$ cat src/rtl/ram_fifo_ctrl.sv
// Pointer/flag controller turning an external dual-port RAM into a first-word-fall-through FIFO.
// Latency: write visible at the head one cycle after the push edge; read data is combinational from the RAM.
// Backpressure: s_ready drops when full or flushing; m_data holds while m_valid && !m_ready.
module ram_fifo_ctrl #(
    parameter int DATA_W   = 4,
    parameter int ADDR_W   = 2,
    parameter int AF_LEVEL = 3
) (
    input  logic              clk,
    input  logic              rst_n,
    input  logic              flush,
    input  logic              s_valid,
    output logic              s_ready,
    input  logic [DATA_W-1:0] s_data,
    output logic              m_valid,
    input  logic              m_ready,
    output logic [DATA_W-1:0] m_data,
    output logic              ram_we,
    output logic [ADDR_W-1:0] ram_waddr,
    output logic [DATA_W-1:0] ram_wdata,
    output logic [ADDR_W-1:0] ram_raddr,
    input  logic [DATA_W-1:0] ram_rdata,
    output logic [ADDR_W:0]   count,
    output logic              empty,
    output logic              full,
    output logic              almost_full
);

    localparam int            DEPTH   = 2 ** ADDR_W;
    localparam logic [ADDR_W:0] DEPTH_C = (ADDR_W + 1)'(DEPTH);
    localparam logic [ADDR_W:0] AF_C    = (ADDR_W + 1)'(AF_LEVEL);

    logic [ADDR_W-1:0] wr_ptr;
    logic [ADDR_W-1:0] rd_ptr;
    logic [ADDR_W:0]   cnt;
    logic              push;
    logic              pop;

    assign empty       = (cnt == '0);
    assign full        = (cnt == DEPTH_C);
    assign almost_full = (cnt >= AF_C);
    assign count       = cnt;

    assign s_ready = !full && !flush;
    assign push    = s_valid && s_ready;
    assign m_valid = !empty && !flush;
    assign pop     = m_valid && m_ready;

    assign ram_we    = push;
    assign ram_waddr = wr_ptr;
    assign ram_wdata = s_data;
    assign ram_raddr = rd_ptr;
    assign m_data    = ram_rdata;

    // Full vs. empty is told apart by cnt alone; pointers wrap naturally at DEPTH.
    always_ff @(posedge clk or negedge rst_n) begin
        if (!rst_n) begin
            wr_ptr <= '0;
            rd_ptr <= '0;
            cnt    <= '0;
        end else if (flush) begin
            wr_ptr <= '0;
            rd_ptr <= '0;
            cnt    <= '0;
        end else begin
            if (push) wr_ptr <= wr_ptr + ADDR_W'(1);
            if (pop)  rd_ptr <= rd_ptr + ADDR_W'(1);
            case ({push, pop})
                2'b10:   cnt <= cnt + (ADDR_W + 1)'(1);
                2'b01:   cnt <= cnt - (ADDR_W + 1)'(1);
                default: cnt <= cnt;
            endcase
        end
    end

endmodule

$ cat config.mk
export PLATFORM = sky130hd
export DESIGN_NAME = ram_fifo_ctrl
export DESIGN_NICKNAME = d
export VERILOG_FILES = /design/src/rtl/ram_fifo_ctrl.sv
export SDC_FILE = /design/constraint.sdc
export NUM_CORES = 1
export LEC_CHECK = 0
export CAP_MARGIN = 20
export CELL_PAD_IN_SITES_DETAIL_PLACEMENT = 0
export CELL_PAD_IN_SITES_GLOBAL_PLACEMENT = 2
export CORE_ASPECT_RATIO = 1.25
export CORE_MARGIN = 2
export CORE_UTILIZATION = 18
export DETAILED_ROUTE_END_ITERATION = 7
export PLACE_DENSITY_LB_ADDON = 0.1
export SYNTH_ARGS = -nofsm -noshare
export SYNTH_HDL_FRONTEND = slang
export SYNTH_SLANG_ARGS = --single-unit
$ cat constraint.sdc
create_clock -name clk -period 2.07 [get_ports clk]
set_input_delay 0.621 -clock clk [delete_from_list [all_inputs] [get_ports clk]]
set_output_delay 0.621 -clock clk [all_outputs]
set_load 0.01 [all_outputs]
==> run summary, run 1 <==
Status: complete, no violations
Part of the power in combinational logic: 0.358
Die footprint: 3910 um2
Reg2reg path depth: 6
Slowest-stage cell, CP: clkdlybuf4s50_1
Fmax: 492 MHz
Die Y: 69.4 um
Share of power burned in registers: 0.295
Hold_buf cts: 0
Max Clock Skew: 0.00475 ns
Synthesis Warnings: 0
Critical Path RT: 2.17 ns
Worst Hold Path Cells: 2
Synth Flop Type: dfrtp_1
Synth Instances: 67
Final period utilization: 0.983
Routed Antenna Nets: 0
Area delta synth->final: 48.6%
Largest net degree at the start of global routing: 11
Relative slew slack: 0.743
CP peak stage delay: 0.51 ns
Clock Power Share: 0.347
Post-route cell area: 915 um2
Gpl congestion: 0.697
Setup crit start: m_ready
Avg Inst Size Synth: 9.19 um2
CTS sink count: 7
P_sw: 170 uW
Initial drt markers: 7
WL/cell: 13.4 um
Sw Ratio: 0.303
Worst R2R Setup Slack: 0.17 ns
Core area: 3250 um2
CTS tree: built
Vias in the first global route: 601
Ports: 34
Worst setup SP type: input pin
N_diodes: 0
DP HPWL: 1.26 mm
Gr usage total: 0.0962
H-tree levels: 1
CTS Buffer Depth: 2
Clock latency on the worst-skew pair: 0.23 ns
WS Path Type: input pin to flop
IO Port Bufs: 17
Clk slew on worst S/H paths: 0.04 ns
CP Cell Sequence: clkdlybuf4s50_1, o31ai_2, nor3_2, fa_2, nor2_1, a211oi_2
Part of the Yosys area used for sequential elements: 0.285
Syn nets: 81
Chip width: 56.3 um
Most frequent cell after synthesis: buf_4
First-pass GRT wire length: 2.90 mm
Final Hold Vio Count: 0
Cell-internal power: 392 uW
Max VDD drop: 0.220 mV
Routed Wire Length: 1.69 mm
Dpl cells: 120
Flops & latches, synth: 7
Grt ovf: 0
Top cells by area, synth: dfrtp_1 28%, buf_4 12%, mux2_4 4.9%, nor2_1 4.9%, fa_1 3.3%
Max-Cap Viols: 0
Post-synth top area share: 0.285
Placed inst area: 830 um2
TritonCTS buffer count: 3
FP Rows: 23
Final min period: 2.03 ns
Final Max Slew Viols: 0
Setup TNS: 0 ns
Post-synth EDFFs: 0
Vias: 528
Number of detailed-route iterations in the first pass: 4
Worst r2r src: count[1]
Worst-path fanout max: 2
Initial antenna violation count: 0
Synth cell types: 33
Worst Path Arrival: 2.13 ns
Layout Nets: 104
Place WS: -0.479 ns
Leak Pwr: 0.000391 uW
Fraction of registers with async set/reset: 1.00
Critical Path End Type: flop
Post-synth top cells: 10 x buf_4, 8 x nor2_1, 7 x dfrtp_1
Routed vias/inst: 4.19
R2r endpoint: count[1]
Area of the mapped netlist: 616 um2
Min-Delay Path Class: flop to flop
Crit path to: count[1]
Synth area leader: dfrtp_1
Layout cell share with drive strength beyond 1: 0.393
P per Cell Area: 614 nW/um2
Starting density of the core: 0.189
# DRC: 0
CTS root buf: clkbuf_8
Non-Filler Instances: 126
Setup Viol. Count Final: 0
Worst Tran Pin Value: 0.384 ns
Unrepaired setup endpoints after global routing: true
Setup ws final: 0.0357 ns
final cells by class:
cell class / instances / area [um2]
multi-input combinational: 43 / 353
clock buffer: 4 / 45.0
fill: 374 / 2340
tap: 37 / 46.3
inverter: 3 / 11.3
sequential: 7 / 178
timing repair buffer: 32 / 282
cell usage in the layout (no fill, tap or decap), types with 2 or more instances in the layout:
| cell type | instances |
|---|---|
| nor3_2 | 3 |
| xor2_1 | 2 |
| dfrtp_1 | 5 |
| mux2_4 | 2 |
| buf_4 | 14 |
| nand3_1 | 4 |
| inv_1 | 2 |
| dlygate4sd2_1 | 7 |
| nor2_1 | 8 |
| dfrtp_2 | 2 |
| a21oi_1 | 2 |
| clkbuf_8 | 3 |
| clkdlybuf4s50_1 | 9 |
flip-flops by register name, indices dropped and copies added (netlist names):
signal	flops
ram_raddr	2
ram_waddr	2
count	3
kinds of logic after synthesis:
group | share of synthesized area
XOR/XNOR | 0.0427
AND/OR/NAND/NOR | 0.226
flip-flops | 0.285
adder cells (fa/ha/maj) | 0.0325
multiplexers | 0.0488
buffers and inverters | 0.181
AO/OA/AOI/OAI | 0.185
worst max-delay path, delay by kind of cell:
family / cells / cell delay, ns
AO/OA/AOI/OAI: 2 / 0.16
adder cells (fa/ha/maj): 1 / 0.49
buffers and inverters: 1 / 0.51
AND/OR/NAND/NOR: 2 / 0.36
stage by stage:
stage | hold WS, ns | util | total power, uW
6_report | 0.538 | 0.281 | 562
5_1_grt | 0.625 | 0.281 | 604
4_1_cts | 0.546 | 0.275 | 567
3_5_place_dp | 0.535 | 0.255 | 363
3_3_place_gp | 0.525 | 0.255 | 363
2_1_floorplan | 0.325 | - | 281
worst min path at each step:
stage	from	endpoint	slack (ns)
detailed placement	ram_raddr[1]	ram_raddr[1]	0.53
finish	ram_raddr[1]	ram_raddr[1]	0.54
CTS	ram_raddr[1]	ram_raddr[1]	0.55
floorplan	rst_n	count[0]	0.33
global placement	ram_raddr[1]	ram_raddr[1]	0.52
global route	ram_waddr[0]	ram_waddr[0]	0.62
routing by layer:
layer  GRT usage  part of all wire  vias up
met5           0                 0        -
met4      0.0635             0.030        0
met3      0.0261             0.044        4
met2       0.150              0.49       16
met1       0.114              0.43      242
li1            -                 -      266
timing repair:
item	CTS	global route
setup endpoints to repair	9	3
setup buffers	1	1
resized for setup	18	0
pin swaps	3	2
power by group through the flow:
stage | logic (uW) | registers (uW) | clock network [uW]
finish | 201 | 166 | 195
global route | 221 | 168 | 215
floorplan | 113 | 169 | 0
detailed placement | 194 | 169 | 0
global placement | 195 | 168 | 0
CTS | 194 | 169 | 204
Power figures use the tool's default switching activity.
==> run 2, diff against run 1 <==
--- a/config.mk
+++ b/config.mk
@@ -12,6 +12,7 @@
 export CORE_MARGIN = 2
 export CORE_UTILIZATION = 18
 export DETAILED_ROUTE_END_ITERATION = 7
+export MAX_ROUTING_LAYER = met4
 export PLACE_DENSITY_LB_ADDON = 0.1
 export SYNTH_ARGS = -nofsm -noshare
 export SYNTH_HDL_FRONTEND = slang
==> run 2 against run 1 <==
Net effect: sequential share of layout area did not move; worst hold slack did not move; total power barely moved.
==> run summary, run 2 (synthesized netlist as in run 1, its figures left out) <==
Final Hold Vio Count: 0 (unchanged)
Final core area utilization: 0.281 (unchanged)
TritonCTS buffer count: 3 (unchanged)
Area delta synth->final: 48.6% (unchanged)
Placed inst area: 830 um2 (unchanged)
P per Cell Area: 614 nW/um2 (about the same)
R2r endpoint: count[1] (unchanged)
Clock latency on the worst-skew pair: 0.23 ns (about the same)
WL/cell: 13.4 um (about the same)
CTS Buffer Depth: 2 (unchanged)
Worst Path Arrival: 2.13 ns (about the same)
Max VDD drop: 0.220 mV (unchanged)
Largest net degree at the start of global routing: 11 (unchanged)
Grt ovf: 0 (unchanged)
Vias: 529 (was 528)
Unrepaired setup endpoints after global routing: true (unchanged)
Vias in the first global route: 601 (unchanged)
Setup ws final: 0.0358 ns (was 0.0357 ns)
Setup Viol. Count Final: 0 (unchanged)
Critical path's top delay family: buffers and inverters (unchanged)
Max-Cap Viols: 0 (unchanged)
DP HPWL: 1.26 mm (unchanged)
Chip width: 56.3 um (unchanged)
Clk slew on worst S/H paths: 0.04 ns (about the same)
Die footprint: 3910 um2 (unchanged)
Relative slew slack: 0.743 (unchanged)
WS Path Type: input pin to flop (unchanged)
Die Y: 69.4 um (unchanged)
CTS tree: built (unchanged)
Worst hold slack: 0.538 ns (unchanged)
Max FFs per register: 3 (unchanged)
Worst Tran Pin Value: 0.384 ns (about the same)
Buf+Inv Stages, Crit Path: 1 (unchanged)
Hold Startpoint: ram_raddr[1] (unchanged)
Worst hold path endpoint: ram_raddr[1] (unchanged)
Routed vias/inst: 4.20 (was 4.19)
Ports: 34 (unchanged)
Final min period: 2.03 ns (about the same)
Final period utilization: 0.983 (about the same)
Slowest-stage cell, CP: clkdlybuf4s50_1 (unchanged)
Gr usage total: 0.0988 (was 0.0962)
FP Rows: 23 (unchanged)
Layout Nets: 104 (unchanged)
Initial antenna violation count: 0 (unchanged)
Number of detailed-route iterations in the first pass: 4 (unchanged)
CTS root buf: clkbuf_8 (unchanged)
Worst Hold Path Cells: 2 (unchanged)
CTS sink count: 7 (unchanged)
Worst setup SP type: input pin (unchanged)
Worst-path fanout max: 2 (unchanged)
# DRC: 0 (unchanged)
H-tree levels: 1 (unchanged)
Layout cell share with drive strength beyond 1: 0.393 (unchanged)
Worst r2r src: count[1] (unchanged)
First-pass GRT wire length: 2.90 mm (unchanged)
N_diodes: 0 (unchanged)
Post-route cell area: 915 um2 (unchanged)
Critical Path End Type: flop (unchanged)
CP peak stage delay: 0.51 ns (about the same)
Filler Cells Inserted: 374 (unchanged)
Final Max Slew Viols: 0 (unchanged)
Worst R2R Setup Slack: 0.17 ns (about the same)
Place WS: -0.479 ns (unchanged)
Most frequent cells in the layout: 14 x buf_4, 9 x clkdlybuf4s50_1, 8 x nor2_1, 7 x dlygate4sd2_1, 5 x dfrtp_1 (unchanged)
Critical Path RT: 2.17 ns (about the same)
IO Port Bufs: 17 (unchanged)
Core area: 3250 um2 (unchanged)
Status: complete, no violations (unchanged)
Reg2reg path depth: 6 (unchanged)
Most common cell after layout, fill and taps aside: buf_4 (unchanged)
Initial drt markers: 7 (unchanged)
Gpl congestion: 0.704 (was 0.697)
Starting density of the core: 0.189 (unchanged)
Fmax: 492 MHz (about the same)
Routed Wire Length: 1.69 mm (about the same)
Routed Antenna Nets: 0 (unchanged)
Min-Delay Path Class: flop to flop (unchanged)
Leak Pwr: 0.000391 uW (unchanged)
Max Clock Skew: 0.00475 ns (about the same)
CP Cell Sequence: clkdlybuf4s50_1, o31ai_2, nor3_2, fa_2, nor2_1, a211oi_2 (unchanged)
## run 2: cell counts in the layout (fill, tap and decap cells not counted)
No cell type changed its count.
## run 2: layout make-up
class / count / area (um2) / area share
multi-input cells: 43 / 353 / 0.386
repair buffers: 32 / 282 / 0.308
flip-flops and latches: 7 / 178 / 0.194
well taps: 37 / 46.3 / 0.0506
clock buffers: 4 / 45.0 / 0.0492
inverters: 3 / 11.3 / 0.0123
## run 2: what timing repair did
item                                    in CTS  in global routing
hold buffers                                 0                  0
gates resized for setup                     18                  0
pin swaps                                    3                  2
endpoints found under the setup margin       9                  3
setup buffers                                1                  1
## run 2: tightest hold or removal path, cell delays in order (launching register included)
cell and delay (ns):
dfrtp_1 0.35, xor2_1 0.07, nor2_1 0.07
## run 2: stage by stage
step,setup TNS [ns],power (uW),instances
after floorplan,0,281,67
after detailed placement,-2.08,363,120
final,0,562,126
after global placement,-2.12,363,120
after global routing,-0.0186,604,126
after CTS,0,567,125
## run 2: how the worst max path moves through the flow
stage             start  endpoint  slack (ns)  cells past startpoint
2_1_floorplan  count[0]  count[2]        0.05                      7
3_3_place_gp    s_valid  count[2]       -0.49                      9
3_5_place_dp    s_valid    ram_we       -0.48                      4
4_1_cts        count[1]  count[1]        0.01                      2
5_1_grt         m_ready  count[1]       -0.02                      6
6_report        m_ready  count[1]        0.04                      6
## run 2: report_power, final
group	internal, uW	total, uW	switching [uW]	leakage (uW)
logic	108	201	92.8	0.000277
registers	150	166	15.8	0.0000918
clock network	133	195	61.2	0.0000228
total	392	562	170	0.000391
## run 2: per-layer routing
| layer | global-route usage | share of wire | vias up |
|---|---|---|---|
| met4 | 0.0635 | 0.030 | 0 |
| met3 | 0.0243 | 0.037 | 4 |
| met2 | 0.150 | 0.50 | 16 |
| met5 | - | 0 | - |
| met1 | 0.115 | 0.44 | 243 |
| li1 | - | - | 266 |
==> run 3, diff against run 2 <==
--- a/config.mk
+++ b/config.mk
@@ -10,7 +10,7 @@
 export CELL_PAD_IN_SITES_GLOBAL_PLACEMENT = 2
 export CORE_ASPECT_RATIO = 1.25
 export CORE_MARGIN = 2
-export CORE_UTILIZATION = 18
+export CORE_UTILIZATION = 20
 export DETAILED_ROUTE_END_ITERATION = 7
 export MAX_ROUTING_LAYER = met4
 export PLACE_DENSITY_LB_ADDON = 0.1
==> constraint.sdc (replaced) <==
create_clock -name clk -period 1.9 [get_ports clk]
set_input_delay 0.57 -clock clk [delete_from_list [all_inputs] [get_ports clk]]
set_output_delay 0.57 -clock clk [all_outputs]
set_load 0.01 [all_outputs]
==> run 3 against run 2 <==
Net effect: the flow now finishes with violations (setup timing); routed wire length down 4.3%; combinational power up 19%; setup slack worse by 0.048 ns; via count up 3.0%; register-to-register slack worse by 0.18 ns; flip-flop and latch count unchanged; die area down 9.4%; sequential share of layout area down 0.56 points.
==> run summary, run 3 (synthesized netlist as in run 1, its figures left out) <==
Most frequent cells in the layout: 17 x buf_4, 8 x dlygate4sd2_1, 7 x nor2_1, 5 x clkdlybuf4s50_1 (was 14 x buf_4, 9 x clkdlybuf4s50_1, 8 x nor2_1, 7 x dlygate4sd2_1, 5 x dfrtp_1)
DP HPWL: 1.24 mm (was 1.26 mm)
WS Path Type: flop to flop (was input pin to flop)
CTS Buffer Depth: 2 (unchanged)
Die footprint: 3540 um2 (was 3910 um2)
FP Rows: 22 (was 23)
Dpl cells: 122 (was 120)
Most common cell after layout, fill and taps aside: buf_4 (unchanged)
Setup Viol. Count Final: 1 (was 0)
Vias: 545 (was 529)
Number of detailed-route iterations in the first pass: 2 (was 4)
Clock latency on the worst-skew pair: 0.25 ns (was 0.23 ns)
Power, Total: 554 uW (was 562 uW)
Unrepaired setup endpoints after global routing: true (unchanged)
Chip width: 53.6 um (was 56.3 um)
Area delta synth->final: 54.1% (was 48.6%)
H-tree levels: 1 (unchanged)
Gr usage total: 0.110 (was 0.0988)
Die Y: 66.0 um (was 69.4 um)
Worst Tran Pin Value: 0.339 ns (was 0.384 ns)
Largest net degree at the start of global routing: 11 (unchanged)
TritonCTS buffer count: 3 (unchanged)
Grt ovf: 0 (unchanged)
Clk slew on worst S/H paths: 0.06 ns (was 0.04 ns)
Min-Delay Path Class: flop to flop (unchanged)
Max-Cap Viols: 0 (unchanged)
Worst setup SP type: flop (was input pin)
Failing checks: setup timing
Routed Antenna Nets: 0 (unchanged)
Starting density of the core: 0.209 (was 0.189)
Layout cell share with drive strength beyond 1: 0.479 (was 0.393)
Worst hold slack: 0.543 ns (was 0.538 ns)
Critical Path RT: 2.00 ns (was 2.17 ns)
Worst-path fanout max: 4 (was 2)
Final Max Slew Viols: 0 (unchanged)
Non-Filler Instances: 130 (was 126)
Fmax: 523 MHz
Initial drt markers: 4 (was 7)
Final Hold Vio Count: 0 (unchanged)
Hold_buf cts: 0 (unchanged)
First-pass GRT wire length: 2.74 mm (was 2.90 mm)
P per Cell Area: 584 nW/um2 (was 614 nW/um2)
Max Clock Skew: 0.00338 ns (was 0.00475 ns)
Critical Path End Type: flop (unchanged)
Final min period: 1.91 ns
N_diodes: 0 (unchanged)
CTS root buf: clkbuf_4 (was clkbuf_8)
Max FFs per register: 3 (unchanged)
Vias in the first global route: 592 (was 601)
WL/cell: 12.4 um (was 13.4 um)
IO Port Bufs: 17 (unchanged)
Ports: 34 (unchanged)
Layout Nets: 109 (was 104)
Worst Path Arrival: 2.02 ns (was 2.13 ns)
Final period utilization: 1.01
Core area: 2950 um2 (was 3250 um2)
Setup ws final: -0.0125 ns (was 0.0358 ns)
CTS tree: built (unchanged)
Leak Pwr: 0.000422 uW (was 0.000391 uW)
Max VDD drop: 0.225 mV (was 0.220 mV)
Routed Wire Length: 1.62 mm (was 1.69 mm)
Relative slew slack: 0.773 (was 0.743)
Gpl congestion: 0.670 (was 0.704)
Initial antenna violation count: 0 (unchanged)
Status: finished, violations left (was complete, no violations)
Routed vias/inst: 4.19 (was 4.20)
CTS sink count: 7 (unchanged)
# DRC: 0 (unchanged)
run 3: cell types whose count changed in the layout (fill, tap and decap cells not counted), moves of 2 or more:
cell / delta
buf_4: +3
clkbuf_8: -3
clkdlybuf4s50_1: -4
buf_6: +2
clkbuf_4: +3
run 3: stage by stage:
stage               setup TNS (ns)   util  area (um2)  setup WS [ns]
finish                     -0.0125  0.322         948        -0.0125
global route                -0.253  0.322         948        -0.0939
CTS                         -0.136  0.320         942        -0.0769
detailed placement           -2.37  0.297         876         -0.547
global placement             -2.47  0.297         876         -0.537
floorplan                        0      -         634        0.00987
run 3: area by class of cell:
class | count | area, um2
Clock buffer | 4 | 26.3
Fill cell | 319 | 2000
Inverter | 3 | 11.3
Multi-Input combinational cell | 43 | 372
Sequential cell | 7 | 179
Tap cell | 36 | 45.0
Timing Repair Buffer | 37 | 315
run 3: worst paths after layout:
| path | start | end | slack [ns] | cells past startpoint |
|---|---|---|---|---|
| max in group asynchronous | rst_n | count[0] | 1.04 | 1 |
| max reg2reg | count[2] | count[2] | -0.01 | 7 |
| max | count[2] | count[2] | -0.01 | 7 |
| min in group asynchronous | rst_n | ram_waddr[0] | 0.59 | 1 |
| min | ram_raddr[1] | ram_raddr[1] | 0.54 | 2 |
| min reg2reg | ram_raddr[1] | ram_raddr[1] | 0.54 | 2 |
run 3: what timing repair did:
item	in CTS	in global routing
pin swaps	7	4
gates resized for setup	27	4
setup buffers	2	2
endpoints found under the setup margin	11	7
run 3: metal layers:
| metal | global-route usage | part of all wire | vias up |
|---|---|---|---|
| li1 | - | - | 280 |
| met1 | 0.137 | 0.44 | 248 |
| met2 | 0.168 | 0.50 | 15 |
| met3 | 0.00452 | 0.039 | 2 |
| met4 | 0.0769 | 0.019 | 0 |
| met5 | - | 0 | - |
run 3: worst max-delay path, stage by stage (launching register included):
cell and delay, ns:
dfrtp_2 0.43, buf_6 0.13, o31ai_4 0.26, nor3_2 0.08, fa_2 0.37, and3b_1 0.19
o21bai_1 0.16, a41oi_2 0.14
run 3: where the power goes:
part | switching [uW] | total [uW] | internal [uW]
sequential | 16.1 | 179 | 163
clock | 55.6 | 136 | 80.2
combinational | 107 | 239 | 132
